## config.mk

```make
export PLATFORM = sky130hd
export DESIGN_NAME = prog_loader
export DESIGN_NICKNAME = d
export VERILOG_FILES = /design/src/rtl/prog_loader_pkg.sv /design/src/rtl/prog_loader_word_asm.sv /design/src/rtl/prog_loader.sv
export SDC_FILE = /design/constraint.sdc
export NUM_CORES = 1
export LEC_CHECK = 0
export CORE_MARGIN = 2
export CORE_UTILIZATION = 52
export DETAILED_ROUTE_END_ITERATION = 7
export HOLD_SLACK_MARGIN = 0.1
export PLACE_DENSITY = 0.75
export SYNTH_ARGS = -nofsm -noshare
export SYNTH_HDL_FRONTEND = slang
export SYNTH_SLANG_ARGS = --single-unit
```

## constraint.sdc

```tcl
create_clock -name clk -period 2.22 [get_ports clk]
set_input_delay 0.333 -clock clk [delete_from_list [all_inputs] [get_ports clk]]
set_output_delay 0.333 -clock clk [all_outputs]
set_load 0.01 [all_outputs]
```

## src/rtl/prog_loader_pkg.sv

```systemverilog
// prog_loader_pkg: shared widths and loader FSM states
package prog_loader_pkg;

    localparam int INST_W = 19;
    localparam int PC_W   = 12;
    localparam int BYTE_W = 8;

    typedef enum logic [2:0] {
        S_LEN_HI,
        S_LEN_LO,
        S_B0,
        S_B1,
        S_B2,
        S_CHK,
        S_DONE,
        S_ERR
    } state_t;

endpackage

```

## src/rtl/prog_loader_word_asm.sv

```systemverilog
// loader_word_asm: collects B0/B1 and forms the 19-bit word {B0[2:0], B1, B2} with B2 taken live
module loader_word_asm
    import prog_loader_pkg::*;
(
    input  logic              clk,
    input  logic              rst,
    input  logic [BYTE_W-1:0] data_i,
    input  logic              cap0_i,
    input  logic              cap1_i,
    output logic [INST_W-1:0] word_o
);

    logic [2:0]        b0_q;
    logic [BYTE_W-1:0] b1_q;

    // hold the low bits of B0 and all of B1 until B2 arrives
    always_ff @(posedge clk) begin
        if (rst) begin
            b0_q <= '0;
            b1_q <= '0;
        end else begin
            if (cap0_i) b0_q <= data_i[2:0];
            if (cap1_i) b1_q <= data_i;
        end
    end

    assign word_o = {b0_q, b1_q, data_i};

endmodule

```

## src/rtl/prog_loader.sv

```systemverilog
// prog_loader: byte-stream program loader into instruction memory; LOADER_CHECKSUM_EN adds a trailing XOR check byte
module prog_loader
    import prog_loader_pkg::*;
#(
    parameter logic [PC_W-1:0] START_ADDR = 12'h000,
    parameter int              MAX_WORDS  = 4096
) (
    input  logic              clk,
    input  logic              rst,
    input  logic              load_req,
    input  logic [BYTE_W-1:0] in_data,
    input  logic              in_valid,
    output logic              in_ready,
    output logic              im_wr_en,
    output logic [PC_W-1:0]   im_wr_addr,
    output logic [INST_W-1:0] im_wr_data,
    output logic              cpu_start,
    output logic              busy,
    output logic              error
);

`ifdef LOADER_CHECKSUM_EN
    localparam state_t FIN_S = S_CHK;
`else
    localparam state_t FIN_S = S_DONE;
`endif

    state_t            state_q, state_d;
    logic [3:0]        len_hi_q, len_hi_d;
    logic [PC_W-1:0]   cnt_q, cnt_d;
    logic [PC_W-1:0]   addr_q, addr_d;
    logic              wr_en_q, wr_en_d;
    logic              start_q, start_d;
    logic [INST_W-1:0] data_q, data_d;
    logic [PC_W-1:0]   n;
    logic [INST_W-1:0] word;
    logic              xfer;
`ifdef LOADER_CHECKSUM_EN
    logic [BYTE_W-1:0] csum_q, csum_d;
`endif

    assign in_ready   = state_q != S_DONE && state_q != S_ERR;
    assign busy       = in_ready;
    assign error      = state_q == S_ERR;
    assign xfer       = in_valid && in_ready;
    assign n          = {len_hi_q, in_data};
    assign im_wr_en   = wr_en_q;
    assign im_wr_addr = addr_q;
    assign im_wr_data = data_q;
    assign cpu_start  = start_q;

    loader_word_asm u_asm (
        .clk    (clk),
        .rst    (rst),
        .data_i (in_data),
        .cap0_i (xfer && state_q == S_B0),
        .cap1_i (xfer && state_q == S_B1),
        .word_o (word)
    );

    // frame parser: next state, word counter, write address and write strobe
    always_comb begin
        state_d  = state_q;
        len_hi_d = len_hi_q;
        cnt_d    = cnt_q;
        addr_d   = addr_q + PC_W'(wr_en_q);
        wr_en_d  = 1'b0;
        data_d   = data_q;
        case (state_q)
            S_LEN_HI: if (xfer) begin
                len_hi_d = in_data[3:0];
                state_d  = S_LEN_LO;
            end
            S_LEN_LO: if (xfer) begin
                cnt_d   = n;
                addr_d  = START_ADDR;
                state_d = 32'(n) > MAX_WORDS ? S_ERR : n == '0 ? FIN_S : S_B0;
            end
            S_B0: if (xfer) state_d = S_B1;
            S_B1: if (xfer) state_d = S_B2;
            S_B2: if (xfer) begin
                cnt_d   = cnt_q - 12'd1;
                wr_en_d = 1'b1;
                data_d  = word;
                state_d = cnt_q == 12'd1 ? FIN_S : S_B0;
            end
`ifdef LOADER_CHECKSUM_EN
            S_CHK: if (xfer) state_d = in_data == csum_q ? S_DONE : S_ERR;
`endif
            S_DONE, S_ERR: if (load_req) state_d = S_LEN_HI;
            default: state_d = S_LEN_HI;
        endcase
        start_d = state_d == S_DONE && state_q != S_DONE;
    end

`ifdef LOADER_CHECKSUM_EN
    // running XOR restarts on LEN_HI and covers every payload byte
    always_comb begin
        csum_d = csum_q;
        if (xfer && state_q != S_CHK) csum_d = state_q == S_LEN_HI ? in_data : csum_q ^ in_data;
    end
`endif

    // state registers with synchronous reset
    always_ff @(posedge clk) begin
        if (rst) begin
            state_q  <= S_LEN_HI;
            len_hi_q <= '0;
            cnt_q    <= '0;
            addr_q   <= START_ADDR;
            wr_en_q  <= 1'b0;
            start_q  <= 1'b0;
            data_q   <= '0;
        end else begin
            state_q  <= state_d;
            len_hi_q <= len_hi_d;
            cnt_q    <= cnt_d;
            addr_q   <= addr_d;
            wr_en_q  <= wr_en_d;
            start_q  <= start_d;
            data_q   <= data_d;
        end
    end

`ifdef LOADER_CHECKSUM_EN
    // checksum register
    always_ff @(posedge clk) begin
        if (rst) csum_q <= '0;
        else     csum_q <= csum_d;
    end
`endif

endmodule

```

# Word-level counts from Yosys, hierarchy flattened
# Cells that the tools add are included.
[op_classes]
n_addsub = 2
eq_ne = 12
n_mux = 15
bitwise = 1
reduce_logical = 13
[op_table]
columns = ["cell", "count"]
rows = [
  ["$mux W12", 4],
  ["$mux W3", 8],
  ["$pmux W12 S2", 1],
  ["$pmux W3 S6", 1],
  ["$add A12 B1 Y12", 1],
  ["$eq A12 B1 Y1 const B", 1],
  ["$eq A3 B3 Y1 const B", 4],
  ["$logic_not A12 Y1", 1],
  ["$sub A12 B1 Y12 const B", 1],
  ["$eq A3 B2 Y1 const B", 2],
  ["$ne A3 B3 Y1 const B", 2],
  ["$logic_and A1 B1 Y1", 5],
  ["$ne A2 B2 Y1 const B", 2],
  ["$reduce_and A2 Y1", 2],
  ["$reduce_or A2 Y1", 2],
  ["$eq A3 B1 Y1 const B", 1],
  ["$logic_not A3 Y1", 1],
  ["$reduce_and A3 Y1", 1],
  ["$reduce_bool A2 Y1", 1],
  ["$mux W1", 1],
  ["$not A1 Y1", 1],
]
[totals]
reg_bits = 63
output_inout_bits = 36
word_cells = 52

# Logic depth before layout (Yosys ltp)
[depth]
ltp_word = 7
depth_mapped = 7
ltp_nobuf = 6

# Modules after synthesis
# A second synthesis with hierarchy kept.
[unflattened]
hier_cells = 347
hier_area_um2 = 3012.9
[by_module_without_submodules]
columns = ["mod", "n_inst", "cells_each", "area_per_inst_um2", "seq_area_each_um2"]
rows = [
  ["prog_loader", 1, 304, 2565.0, 1041.0],
  ["loader_word_asm", 1, 43, 447.9, 220.2],
]

# Least setup slack after synthesis
# OpenSTA, ideal clock, no wires.
[synth_timing]
path_kind = "flip-flop to flip-flop"
start = "reg cnt_q[0]"
end = "reg cnt_q[8]"
setup_time_ns = 0.117
arrival_ns = 1.520
t_required_ns = 2.103
path_slack_ns = 0.583
stages_incl_launch_ff = 7
n_path_buf = 0
cell_sequence = "dfxtp_1 -> inv_1 -> ha_1 -> or3b_2 -> o21ai_0 -> nand2_1 -> a32o_1"
[synth_via]
elab_chain_cells = 3
[synth_rtl]
columns = ["item", "line", "text"]
rows = [
  ["start, declared", "prog_loader.sv:30", "logic [PC_W-1:0] cnt_q, cnt_d;"],
  ["start signal, assigned", "prog_loader.sv:117", "cnt_q <= cnt_d;"],
  ["$sub A12 B1 Y12", "prog_loader.sv:82", "cnt_d = cnt_q - 12'd1;"],
  ["$mux W12", "prog_loader.sv:81", "S_B2: if (xfer) begin"],
  ["$pmux W12 S2", "prog_loader.sv:69", "case (state_q)"],
]
# No other way between the ends. The select of a mux whose other input is x is not followed.
# A chain may end at the register's enable or synchronous reset.

# Worst setup path after layout
[layout_timing]
start = "reg state_q[0]"
end = "out error"
[layout_via]
elab_chain_cells = 1
[layout_rtl]
columns = ["item", "line", "text"]
rows = [
  ["start, declared", "prog_loader.sv:28", "state_t state_q, state_d;"],
  ["start signal, assigned", "prog_loader.sv:115", "state_q <= state_d;"],
  ["$eq A3 B3 Y1", "prog_loader.sv:44", "assign error = state_q == S_ERR;"],
  ["end, declared", "prog_loader.sv:19", "output logic error"],
]
# No other way between the ends.

==> results.cfg <==
[global_routing]
antenna_found_initial = 0
grt_max_degree = 39
grt_remaining_overflow = 0
grt_usage_pct = 23.9
grt_pass1_wl_um = 11300
grt_pass1_vias = 2327

[power]
cellPowerDensity_nw_per_um2 = 647
total_leakage_power_nw = 1.27
ir_drop_mv = 0.382
p_total_mw = 2.33

[layout]
finish.instance_area_um2 = 3600
drive_gt1_share_pct = 9.65
fin_nets = 416
synthToLayoutAreaGrowth_pct = 27.4
diodes = 0
regArea_um2 = 1260
multi_input_area_um2 = 1440
fill_cells = 428

[clock_network]
ctsHoldBuffers = 0
tritoncts = done
h-tree-depth = 3
cts_resized = 0
clock_latency_ns = 0.33
cts_root_buffer = clkbuf_8
clockBufferDepth = 2
post_cts_buffers = 0
cts_buffers = 9
cts.sinks = 63
clkTransAtPathRegs_ns = 0.07

[place]
port_buffers = 47
placed_area_um2 = 3420
routabilityCongestion = 0.884
dpl.hpwl_um = 4860

[die]
initial_core_util_pct = 54.6
core_um2 = 5170
die_area_um2 = 6040
die_height_um = 77.7
ios = 48
rows = 26
fp.dieW_um = 77.7

[critical_path]
critPathMaxFanout = 16
startpoint = state_q[0]
start_kind = flip-flop
cp.arrival_ns = 1.78
endpoint_kind = output pin
crit-reg2reg-launch = cnt_q[1]
worst-setup-path-type = reg2out
required_ns = 1.89

[yosys]
yosys.area.top_type_share_pct = 44.6
synthArstFlopShare_pct = 0
synth_top_family_by_area = simple AND/OR/NAND/NOR gates
ys_types = 48
syn_area_per_cell_um2 = 8.15
synth_area_um2 = 2830
yosys-top-cells-area = dfxtp_1 45%, nand2_1 9.8%, a21oi_1 6.4%, nor2_1 3.9%, mux2i_1 3.2%
synthesis.nets = 363
yosysWarnings = 0
synthXorXnorAreaFrac_pct = 3.10
syn-instance-count = 347
synth_adder_area_share_pct = 1.77
synthMuxAreaShare_pct = 3.19
synthTopCellsByCount = 74 x nand2_1, 63 x dfxtp_1, 36 x a21oi_1
synth_top_cell_by_area = dfxtp_1
synthSimpleGateAreaFrac_pct = 27.0
ys_ff_latch = 63
synth_edf_count = 0
ys_seq_area_share_pct = 44.6
synth.most_common_cell = nand2_1
synth_compound_area_share_pct = 15.8
synth_ff_type = dfxtp_1

[routing]
drc = 0
post_drt_wl_per_cell_um = 14.8
drt_iter0_drc = 295
vias = 2658
viasPerCell = 5.61
wirelength_um = 7000
firstDrtPassIters = 6
ant_nets = 0

[sta]
fin_setup_tns_ns = 0
slew_headroom_pct = 63.0
slew_viol_final = 0
fin_crit_ns = 2.11
setup_viol = 0
rsz0062_at_grt = false
skew_ns = 0.00560
fmax_ghz = 0.474
period_share_pct = 95.1
final_hold_viol_count = 0
tightestPinTransition_ns = 0.554

[flow_run]
maxCapViolCount = 0

[hold_path]
worstHoldStart = u_asm.b1_q[0]
hold_path_class = reg2reg

[outcome]
outcome = completed
[critical path, stage by stage (launching register included)]
cell and delay [ns]:
dfxtp_1 0.64, and3_1 0.26, clkdlybuf4s50_1 0.54
[cells by family after synthesis]
group / after synthesis
xor+xnor: 10
flops: 63
fa+ha+maj: 4
mux: 9
compound gates: 73
buf+inv: 30
simple gates: 158
[metal layers]
layer / up-vias / part of all wire, % / GRT usage, %
met5: - / 0 / 0
met4: 0 / 1.8 / 10.5
met3: 10 / 6.6 / 4.07
met2: 100 / 47 / 37.8
met1: 1238 / 45 / 32.1
li1: 1310 / - / -
[worst paths after layout]
kind	end	slack, ns	depth (start not counted)
hold / removal	im_wr_data[8]	0.45	2
setup / recovery	error	0.11	2
setup reg to reg	cnt_q[8]	0.42	6
hold reg to reg	im_wr_data[8]	0.45	2
[layout make-up]
class	instances	share of cell area, %
Multi-Input combinational cell	254	39.9
Clock inverter	5	1.39
Tap cell	70	2.43
Timing Repair Buffer	66	17.0
Sequential cell	63	35.0
Clock buffer	10	3.55
Inverter	6	0.626
[per-stage QoR]
step,utilization (%),hold WS (ns),setup WS (ns),cells
2_1_floorplan,-,0.431,0.583,347
3_3_place_gp,66.2,0.443,0.141,459
3_5_place_dp,66.2,0.445,0.116,459
4_1_cts,69.6,0.454,0.118,474
5_1_grt,69.6,0.477,0.0266,474
6_report,69.6,0.451,0.108,474
[flip-flops by register name (all words and copies together), names as in the netlist]
signal,count
im_wr_en,1
len_hi_q,4
im_wr_addr,12
cnt_q,12
u_asm.b1_q,8
state_q,3
im_wr_data,19
u_asm.b0_q,3
cpu_start,1
[power breakdown]
group | internal (mW) | switching [mW]
logic | 0.101 | 0.118
clock network | 0.505 | 0.425
registers | 1.15 | 0.0295
[layout by cell type (no fill, tap or decap), types with 7 or more instances in the layout]
| cell | n |
|---|---|
| clkbuf_8 | 9 |
| nand3_1 | 7 |
| nor2_1 | 29 |
| mux2i_1 | 9 |
| nor3_1 | 9 |
| a21oi_1 | 36 |
| buf_4 | 19 |
| nand2_1 | 74 |
| dfxtp_1 | 63 |
| o21ai_0 | 11 |
| clkdlybuf4s50_1 | 47 |
Note: power is estimated with default switching activity, not from simulation.
